[src/rtl/arm_pkg.sv]
// ---------------------------------------------------------------------------
// arm_pkg
// Shared widths and types for the instruction-fetch front end.
//   INST_W / ADDR_W : instruction and byte-address widths
//   WORD_BYTES      : bytes per instruction word (fetch stride)
//   fetch_entry_t   : one prefetch-queue slot, {pc, inst}
//   FETCH_*         : per-cycle register-update mode of fetch_ctrl
// ---------------------------------------------------------------------------
package arm_pkg;

    localparam int INST_W     = 32;
    localparam int ADDR_W     = 32;
    localparam int WORD_BYTES = 4;

    typedef struct packed {
        logic [ADDR_W-1:0] pc;
        logic [INST_W-1:0] inst;
    } fetch_entry_t;

    // Priority order is REDIRECT > FREEZE > RUN.
    localparam logic [1:0] FETCH_RUN      = 2'd0;
    localparam logic [1:0] FETCH_FREEZE   = 2'd1;
    localparam logic [1:0] FETCH_REDIRECT = 2'd2;

endpackage

[src/rtl/fetch_queue.sv]
// ---------------------------------------------------------------------------
// fetch_queue
// Synchronous FIFO holding prefetched {pc, inst} entries.
// Ports:
//   clk, rst_n : clock, asynchronous active-low reset
//   push, pop  : enqueue wr_data / dequeue head (both allowed in one cycle)
//   flush      : discard all entries and rewind both pointers to 0
//   wr_data    : entry written on push
//   head       : entry at the read pointer (meaningless when empty)
//   count      : number of valid entries, 0..DEPTH
//   full/empty : count == DEPTH / count == 0
// ---------------------------------------------------------------------------
module fetch_queue
    import arm_pkg::*;
#(
    parameter int DEPTH = 4
) (
    input  logic                     clk,
    input  logic                     rst_n,
    input  logic                     push,
    input  logic                     pop,
    input  logic                     flush,
    input  fetch_entry_t             wr_data,
    output fetch_entry_t             head,
    output logic [$clog2(DEPTH):0]   count,
    output logic                     full,
    output logic                     empty
);

    localparam int             PTR_W      = $clog2(DEPTH);
    localparam logic [PTR_W:0] FULL_COUNT = (PTR_W + 1)'(DEPTH);

    fetch_entry_t     entries [DEPTH];
    logic [PTR_W-1:0] rd_ptr;
    logic [PTR_W-1:0] wr_ptr;

    // Storage is not reset: entries are only observed through head, and
    // the controller masks head whenever the queue is empty.
    always_ff @(posedge clk) begin
        if (push) begin
            entries[wr_ptr] <= wr_data;
        end
    end

    // DEPTH is a power of two, so the pointers wrap naturally on overflow.
    always_ff @(posedge clk or negedge rst_n) begin
        if (!rst_n) begin
            rd_ptr <= '0;
            wr_ptr <= '0;
            count  <= '0;
        end else if (flush) begin
            rd_ptr <= '0;
            wr_ptr <= '0;
            count  <= '0;
        end else begin
            if (push) begin
                wr_ptr <= wr_ptr + 1'b1;
            end
            if (pop) begin
                rd_ptr <= rd_ptr + 1'b1;
            end
            if (push && !pop) begin
                count <= count + 1'b1;
            end else if (pop && !push) begin
                count <= count - 1'b1;
            end
        end
    end

    assign head  = entries[rd_ptr];
    assign full  = (count == FULL_COUNT);
    assign empty = (count == '0);

    // The controller never overfills or underflows the queue.
    assert property (@(posedge clk) disable iff (!rst_n) !(push && full && !pop));
    assert property (@(posedge clk) disable iff (!rst_n) !(pop && empty));

endmodule

[src/rtl/fetch_ctrl.sv]
// ---------------------------------------------------------------------------
// fetch_ctrl
// Instruction-fetch sequencer: owns the fetch PC, fills a prefetch queue
// from the instruction memory and hands {pc, inst} to decode.
// Ports:
//   clk, rst_n : clock, asynchronous active-low reset
//   mem_addr   : byte address to instruction memory (= fetch PC)
//   mem_inst   : instruction word at mem_addr, same cycle
//   freeze     : stall fetching; decode may still drain the queue
//   br_taken   : one-cycle redirect pulse, overrides everything else
//   br_addr    : redirect target, low two bits ignored
//   dec_valid  : queue head is valid
//   dec_ready  : decode accepts the head this cycle
//   dec_inst   : head instruction, 0 when not valid
//   dec_pc     : head byte address, 0 when not valid
// ---------------------------------------------------------------------------
module fetch_ctrl
    import arm_pkg::*;
#(
    parameter int          DEPTH    = 4,
    parameter logic [31:0] RESET_PC = 32'h0000_0000
) (
    input  logic        clk,
    input  logic        rst_n,
    output logic [31:0] mem_addr,
    input  logic [31:0] mem_inst,
    input  logic        freeze,
    input  logic        br_taken,
    input  logic [31:0] br_addr,
    output logic        dec_valid,
    input  logic        dec_ready,
    output logic [31:0] dec_inst,
    output logic [31:0] dec_pc
);

    logic [ADDR_W-1:0]     fetch_pc;
    logic [ADDR_W-1:0]     redirect_pc;
    logic [1:0]            mode;
    logic                  push;
    logic                  pop;
    logic                  flush;
    fetch_entry_t          wr_entry;
    fetch_entry_t          q_head;
    logic [$clog2(DEPTH):0] q_count;
    logic                  q_full;
    logic                  q_empty;

    // Branch beats freeze, freeze beats normal fetching.
    always_comb begin
        mode = FETCH_RUN;
        if (br_taken) begin
            mode = FETCH_REDIRECT;
        end else if (freeze) begin
            mode = FETCH_FREEZE;
        end
    end

    // A pop frees a slot in the same cycle, so a full queue can still
    // accept a new word while decode is consuming (1 instr/cycle steady).
    assign pop   = !q_empty && dec_ready && (mode != FETCH_REDIRECT);
    assign push  = (mode == FETCH_RUN) && (!q_full || pop);
    assign flush = (mode == FETCH_REDIRECT);

    assign redirect_pc = br_addr & ~ADDR_W'(WORD_BYTES - 1);
    assign wr_entry    = '{pc: fetch_pc, inst: mem_inst};

    // Fetch PC only advances when a word is actually captured; addition
    // wraps 0xFFFFFFFC -> 0x00000000.
    always_ff @(posedge clk or negedge rst_n) begin
        if (!rst_n) begin
            fetch_pc <= RESET_PC;
        end else begin
            case (mode)
                FETCH_REDIRECT: fetch_pc <= redirect_pc;
                FETCH_RUN: begin
                    if (push) begin
                        fetch_pc <= fetch_pc + ADDR_W'(WORD_BYTES);
                    end
                end
                default: fetch_pc <= fetch_pc;
            endcase
        end
    end

    fetch_queue #(
        .DEPTH (DEPTH)
    ) u_queue (
        .clk     (clk),
        .rst_n   (rst_n),
        .push    (push),
        .pop     (pop),
        .flush   (flush),
        .wr_data (wr_entry),
        .head    (q_head),
        .count   (q_count),
        .full    (q_full),
        .empty   (q_empty)
    );

    assign mem_addr  = fetch_pc;
    assign dec_valid = !q_empty;
    assign dec_inst  = dec_valid ? q_head.inst : '0;
    assign dec_pc    = dec_valid ? q_head.pc   : '0;

    assert property (@(posedge clk) disable iff (!rst_n)
                     q_count <= ($clog2(DEPTH) + 1)'(DEPTH));

endmodule

[config.mk]
export PLATFORM = sky130hd
export DESIGN_NAME = fetch_ctrl
export DESIGN_NICKNAME = d
export VERILOG_FILES = /design/src/rtl/arm_pkg.sv /design/src/rtl/fetch_queue.sv /design/src/rtl/fetch_ctrl.sv
export SDC_FILE = /design/constraint.sdc
export NUM_CORES = 1
export LEC_CHECK = 0
export ABC_AREA = 1
export CAP_MARGIN = 20
export CORE_AREA = 2 2 154 156
export DETAILED_ROUTE_END_ITERATION = 8
export DIE_AREA = 0 0 156 158
export GPL_ROUTABILITY_DRIVEN = 1
export PLACE_DENSITY = 0.79
export SYNTH_ARGS = -nofsm -noshare
export SYNTH_HDL_FRONTEND = slang
export SYNTH_SLANG_ARGS = --single-unit
[constraint.sdc]
create_clock -name clk -period 5 [get_ports clk]
set_input_delay 0.75 -clock clk [delete_from_list [all_inputs] [get_ports clk]]
set_output_delay 0.75 -clock clk [all_outputs]
set_load 0.05 [all_outputs]
==> run metrics, run 1 <==
Post-CTS Setup Inserts=0; Final Cycle Share=87.5%; Mapped Area=12400 um2; number of synthesized flops with an enable pin=248; TritonCTS clock tree=done; vias in the first global route=~8800; RD Place Congestion=0.907; Resize count post-CTS=0; top-count cell post-synth=nor2_1; CP endpoint kind=primary output; antenna violations before repair=0; Final Skew=0.0123 ns; total die area=24600 um2; first-pass GRT wire length=45200 um; RSZ-0062 raised after global routing=no; Power Density=about 520 nW/um2; Layout Cells excl Fill=1653; Slew @ Worst Pin=0.961 ns; largest net degree at the start of global routing=between 80 and 90; post-layout util=65.8%; DRC viols=0; Worst path max stage delay=0.87 ns; CP Cell Sequence=buf_4, nor2_1, nor2_1, o21ai_0, a21oi_1, clkdlybuf4s50_1; CP arrival=3.63 ns; Tightest Hold Check Type=reg -> reg; Final #Nets=between 1000 and 1500; Hold WS=0.526 ns; Cells after Synth=1196; Initial Utilization=53.7%; FP Rows=56; PortBufs=between 150 and 200; leading area contributor after synthesis=edfxtp_1; Final min period=4.38 ns; Seq pwr share=37.2%; GRT overflow=0; Netlist cell types=33; Worst Path Max Fanout=84; clock power share=25.8%; root buffer cell=clkbuf_16; top cell types by occurrence after synthesis=nor2_1 (330), edfxtp_1 (248), nand2_1 (177); Fin Setup TNS=0 ns; P_sw=3.09 mW; final hold violation count=0; die width=156 um; Clock transition at path regs=0.06 ns; CTS hold repair buffers=0; CP Class=reg -> out; core area=23100 um2; number of clock sinks=285; Antenna Nets Post-Route=0; synthesis warning total=0; ANT cells=0; number of synthesized register bits=around 290; Avg WL per Cell=17.6 um; fmax=0.228 GHz; Leak Pwr=5.47 nW; vias per cell=5.43; Final HPWL DP=17000 um; Mean Syn Cell Area=10.4 um2; WL final=slightly below 30000 um; number of CTS-inserted buffers=28; Slew Viols, Final=0; final setup vio count=0; Post-Place Cells=1601; Crit-path slowest cell=clkdlybuf4s50_1; top cell type's share of synthesized area=60.1%; H-tree Lvls=1; layout cells sized above 1=approximately 6.3%; type of origin of the critical path=register; DR vias=roughly 9000; asr flop ratio synth=around 13%; combinational fraction of design power=37.0%; Top cell by count, worst path=nor2_1; required time worst endpoint=4.25 ns; 1st-pass router iterations=6; Clock Latency Late Sink=0.53 ns; VDD IR max=395 uV; switching share of total power=39.0%; Layout area overhead=22.6%; IO Pins=166; Synth area leaders=edfxtp_1 (60%), nor2_1 (10%), dfrtp_1 (7.5%); r2r setup slk=roughly 2.9 ns; Die Ht=~160 um; register area share after synthesis=between 60% and 70%; outcome=finished clean; Pint=about 4.8 mW; Primary FF master, synth=edfxtp_1; maxcap violations=0; Clock Tree Buf Depth=3; Slew HR=35.9%; gr usage total=around a quarter; number of DRC markers in iteration 0=about 760
[final timing paths]
path,to,start,cells past startpoint
worst max-delay path,dec_pc[14],u_queue.rd_ptr[0],6
worst min-delay path,u_queue.count[0],u_queue.count[0],2
worst max register to register,mem_addr[26],mem_addr[2],10
worst min register to register,u_queue.count[0],u_queue.count[0],2
max in group asynchronous,u_queue.rd_ptr[0],rst_n,2
min in group asynchronous,mem_addr[19],rst_n,2
[critical path: cells and delay by family (launching register included)]
family                 cells  cell delay [ns]
flip-flops                 1             0.74
buffers and inverters      2             1.64
AO/OA/AOI/OAI              2             0.38
AND/OR/NAND/NOR            2             0.23
[placed cells by master, fill, tap and decap left out, types with 29 or more instances in the layout]
| master | count |
|---|---|
| a21oi_1 | 66 |
| clkbuf_16 | 29 |
| clkdlybuf4s50_1 | 159 |
| dfrtp_1 | 35 |
| edfxtp_1 | 248 |
| inv_1 | 43 |
| nand2_1 | 177 |
| nand3_1 | 40 |
| nor2_1 | 326 |
| o21ai_0 | 139 |
[cells by family (layout without fill, tap and decap cells)]
logic type	Yosys count	count (layout)	synth area share [%]
simple gates	567	567	18.3
flops	285	285	67.6
compound gates	219	219	9.01
buf+inv	112	276	3.96
fa+ha+maj	6	6	0.667
xor+xnor	6	6	0.424
other cells	1	4	0.0303
[metrics by stage]
step	setup slack, ns	power [mW]	cell area, um2
floorplan	0.691	4.91	12400
global placement	1.21	5.89	14300
detailed placement	1.20	5.93	14300
CTS	0.632	7.97	15200
global route	0.474	8.26	15200
finish	0.623	7.93	15200
[power groups by stage]
stage | clock network (mW) | logic, mW | registers (mW)
2_1_floorplan | 0 | 1.87 | 3.04
3_3_place_gp | 0 | 2.91 | 2.98
3_5_place_dp | 0 | 2.94 | 2.99
4_1_cts | 2.07 | 2.95 | 2.94
5_1_grt | 2.18 | 3.12 | 2.97
6_report | 2.05 | 2.93 | 2.95
[sequential cells by signal (all words and copies together) (netlist names)]
register / count
mem_addr: 30
u_queue.count: 3
u_queue.entries: 248
u_queue.rd_ptr: 2
u_queue.wr_ptr: 2
[layout make-up]
cell class	count	area, um2
Sequential cell	285	8380
Clock inverter	13	116
Multi-Input combinational cell	802	3560
Fill cell	1729	7870
Tap cell	290	363
Inverter	50	188
Clock buffer	39	793
Timing Repair Buffer	174	1780
[routing by layer]
metal  global-route usage (%)  vias to the layer above  part of all wire (%)
li1                         -                     4340                     -
met1                     30.9                     4234                    41
met2                     41.6                      358                    49
met3                     3.34                       42                   7.6
met4                     6.20                        0                   1.8
met5                        0                        -                     0
Power figures use the tool's default switching activity.
==> inputs of run 2 (changes only) <==
--- a/config.mk
+++ b/config.mk
@@ -7,11 +7,13 @@
 export LEC_CHECK = 0
 export ABC_AREA = 1
 export CAP_MARGIN = 20
-export CORE_AREA = 2 2 154 156
+export CELL_PAD_IN_SITES_DETAIL_PLACEMENT = 0
+export CELL_PAD_IN_SITES_GLOBAL_PLACEMENT = 2
+export CORE_AREA = 2 2 184 186
 export DETAILED_ROUTE_END_ITERATION = 8
-export DIE_AREA = 0 0 156 158
+export DIE_AREA = 0 0 186 188
 export GPL_ROUTABILITY_DRIVEN = 1
-export PLACE_DENSITY = 0.79
+export PLACE_DENSITY = 0.84
 export SYNTH_ARGS = -nofsm -noshare
 export SYNTH_HDL_FRONTEND = slang
 export SYNTH_SLANG_ARGS = --single-unit
==> constraint.sdc (replaced) <==
create_clock -name clk -period 5.1 [get_ports clk]
set_input_delay 0.765 -clock clk [delete_from_list [all_inputs] [get_ports clk]]
set_output_delay 0.765 -clock clk [all_outputs]
set_load 0.05 [all_outputs]
==> run 2 against run 1 <==
Net effect: flip-flop and latch count stayed put; combinational power about the same; clock skew about the same; critical path type unchanged; highest routed layer unchanged; first-iteration DRC count fell by 33%; worst setup slack better by 0.43 ns; register-to-register slack improved by 0.06 ns; sequential power down 3%; sequential share of layout area decreased by 0.96 points; cell count rose by 9.8%.
==> run metrics, run 2 (synthesis results as in run 1) <==
1st-pass router iterations=5 (was 6); DRC viols=0 (unchanged); Power Density=513 nW/um2 (was 522 nW/um2); TritonCTS clock tree=done (unchanged); Tightest Hold Check Type=in -> async (was reg -> reg); PortBufs=159 (unchanged); Post-Place Worst Slack=1.55 ns (was 1.20 ns); met3 Usage GRT=2.56% (was 3.34%); Hold WS=0.349 ns (was 0.526 ns); CP arrival=3.29 ns (was 3.63 ns); most frequent cells in the layout=nor2_1 (326), edfxtp_1 (248), nand2_1 (177) (unchanged); H-tree Lvls=1 (unchanged); number of CTS-inserted buffers=31 (was 28); Post-Place Cells=1759 (was 1601); vias in the first global route=8572 (was 8824); Layout area overhead=24.7% (was 22.6%); number of clock sinks=285 (unchanged); Clock transition at path regs=0.06 ns (about the same); Avg WL per Cell=17.3 um (was 17.6 um); die width=186 um (was 156 um); Final min period=4.05 ns; DP Area=14500 um2 (was 14300 um2); cell count of the worst reg-to-reg path=10 (unchanged); total chip power=7.92 mW (was 7.93 mW); met2 Use GR=29.3% (was 41.6%); CP Class=reg -> out (unchanged); Final HPWL DP=18200 um (was 17000 um); required time worst endpoint=4.34 ns (was 4.25 ns); Post-CTS Setup Inserts=0 (unchanged); CTS hold repair buffers=0 (unchanged); WL final=31400 um (was 29000 um); IO Pins=166 (unchanged); fmax=0.247 GHz; first-pass GRT wire length=48100 um (was 45200 um); Largest register FFs=248 (unchanged); Layout Cells excl Fill=1815 (was 1653); antenna violations before repair=0 (unchanged); final hold violation count=0 (unchanged); post-layout util=46.6% (was 65.8%); r2r setup slk=2.96 ns (was 2.90 ns); Final #Nets=1419 (was 1416); largest net degree at the start of global routing=126 (was 85); R2R Path Start=mem_addr[3] (was mem_addr[2]); Die Ht=188 um (was 158 um); Slew Viols, Final=0 (unchanged); Fin Setup TNS=0 ns (unchanged); Final Cycle Share=79.4%; Worst Path Max Fanout=43 (was 84); largest reg by FF count=u_queue.entries (unchanged); maxcap violations=0 (unchanged); reg2reg end=mem_addr[26] (unchanged); Final Skew=0.0121 ns (was 0.0123 ns); FP Rows=67 (was 56); root buffer cell=clkbuf_16 (unchanged); Initial Utilization=37.4% (was 53.7%); Clock Latency Late Sink=0.55 ns (was 0.53 ns); type of origin of the critical path=register (unchanged); Leak Pwr=5.50 nW (was 5.47 nW); Clock Tree Buf Depth=3 (unchanged); DR vias=8748 (was 8974); RSZ-0062 raised after global routing=no (unchanged); met1 Track Usage GR=24.7% (was 30.9%); Slew @ Worst Pin=0.953 ns (was 0.961 ns); Antenna Nets Post-Route=0 (unchanged); gr usage total=17.8% (was 23.6%); final setup vio count=0 (unchanged); VDD IR max=272 uV (was 395 uV); Slew HR=36.5% (was 35.9%); Resize count post-CTS=0 (unchanged); CP endpoint kind=primary output (unchanged); ANT cells=0 (unchanged); GRT overflow=0 (unchanged); worst setup margin=1.05 ns (was 0.623 ns); Final Cell Area=15400 um2 (was 15200 um2); global route hottest layer=met2 (unchanged); layout cells sized above 1=6.44% (was 6.31%); core area=33100 um2 (was 23100 um2); outcome=finished clean (unchanged); RD Place Congestion=0.801 (was 0.907); vias per cell=4.82 (was 5.43); number of DRC markers in iteration 0=505 (was 759); total die area=35000 um2 (was 24600 um2); commonest non-fill, non-tap cell in the layout=nor2_1 (unchanged)
[run 2: critical path: stages, from the launching register on]
cell and delay, ns:
dfrtp_2 0.36, clkinv_2 0.60, buf_4 0.51, nor2_1 0.13
o21ai_0 0.09, a21oi_1 0.17, clkdlybuf4s50_1 0.85
[run 2: power breakdown]
part	switching (mW)	total, mW	internal [mW]	leakage [nW]
clock	0.866	2.12	1.26	0.460
combinational	2.07	2.93	0.865	2.34
sequential	0.152	2.86	2.71	2.70
[run 2: worst max-delay path by stage]
stage / start / endpoint / slack [ns] / depth (start not counted)
after floorplan: br_taken / u_queue.entries[0][0] / 0.78 / 5
after global placement: u_queue.rd_ptr[1] / dec_pc[19] / 1.55 / 6
after detailed placement: u_queue.rd_ptr[1] / dec_inst[31] / 1.55 / 6
after CTS: u_queue.rd_ptr[1] / dec_inst[31] / 0.96 / 6
after global routing: u_queue.rd_ptr[1] / dec_pc[19] / 0.79 / 6
final: u_queue.rd_ptr[1] / dec_inst[31] / 1.05 / 6
[run 2: metal layers]
layer / wire (um) / part of all wire [%]
met2: 14800 / 47
met3: 1620 / 5.1
met5: 0 / 0
met1: 14300 / 45
met4: 746 / 2.4
[run 2: area by class of cell]
type	count	area [um2]
Tap cell	448	561
Clock buffer	44	855
Multi-Input combinational cell	802	3560
Sequential cell	285	8380
Clock inverter	12	115
Fill cell	3090	17700
Inverter	50	190
Timing Repair Buffer	174	1790
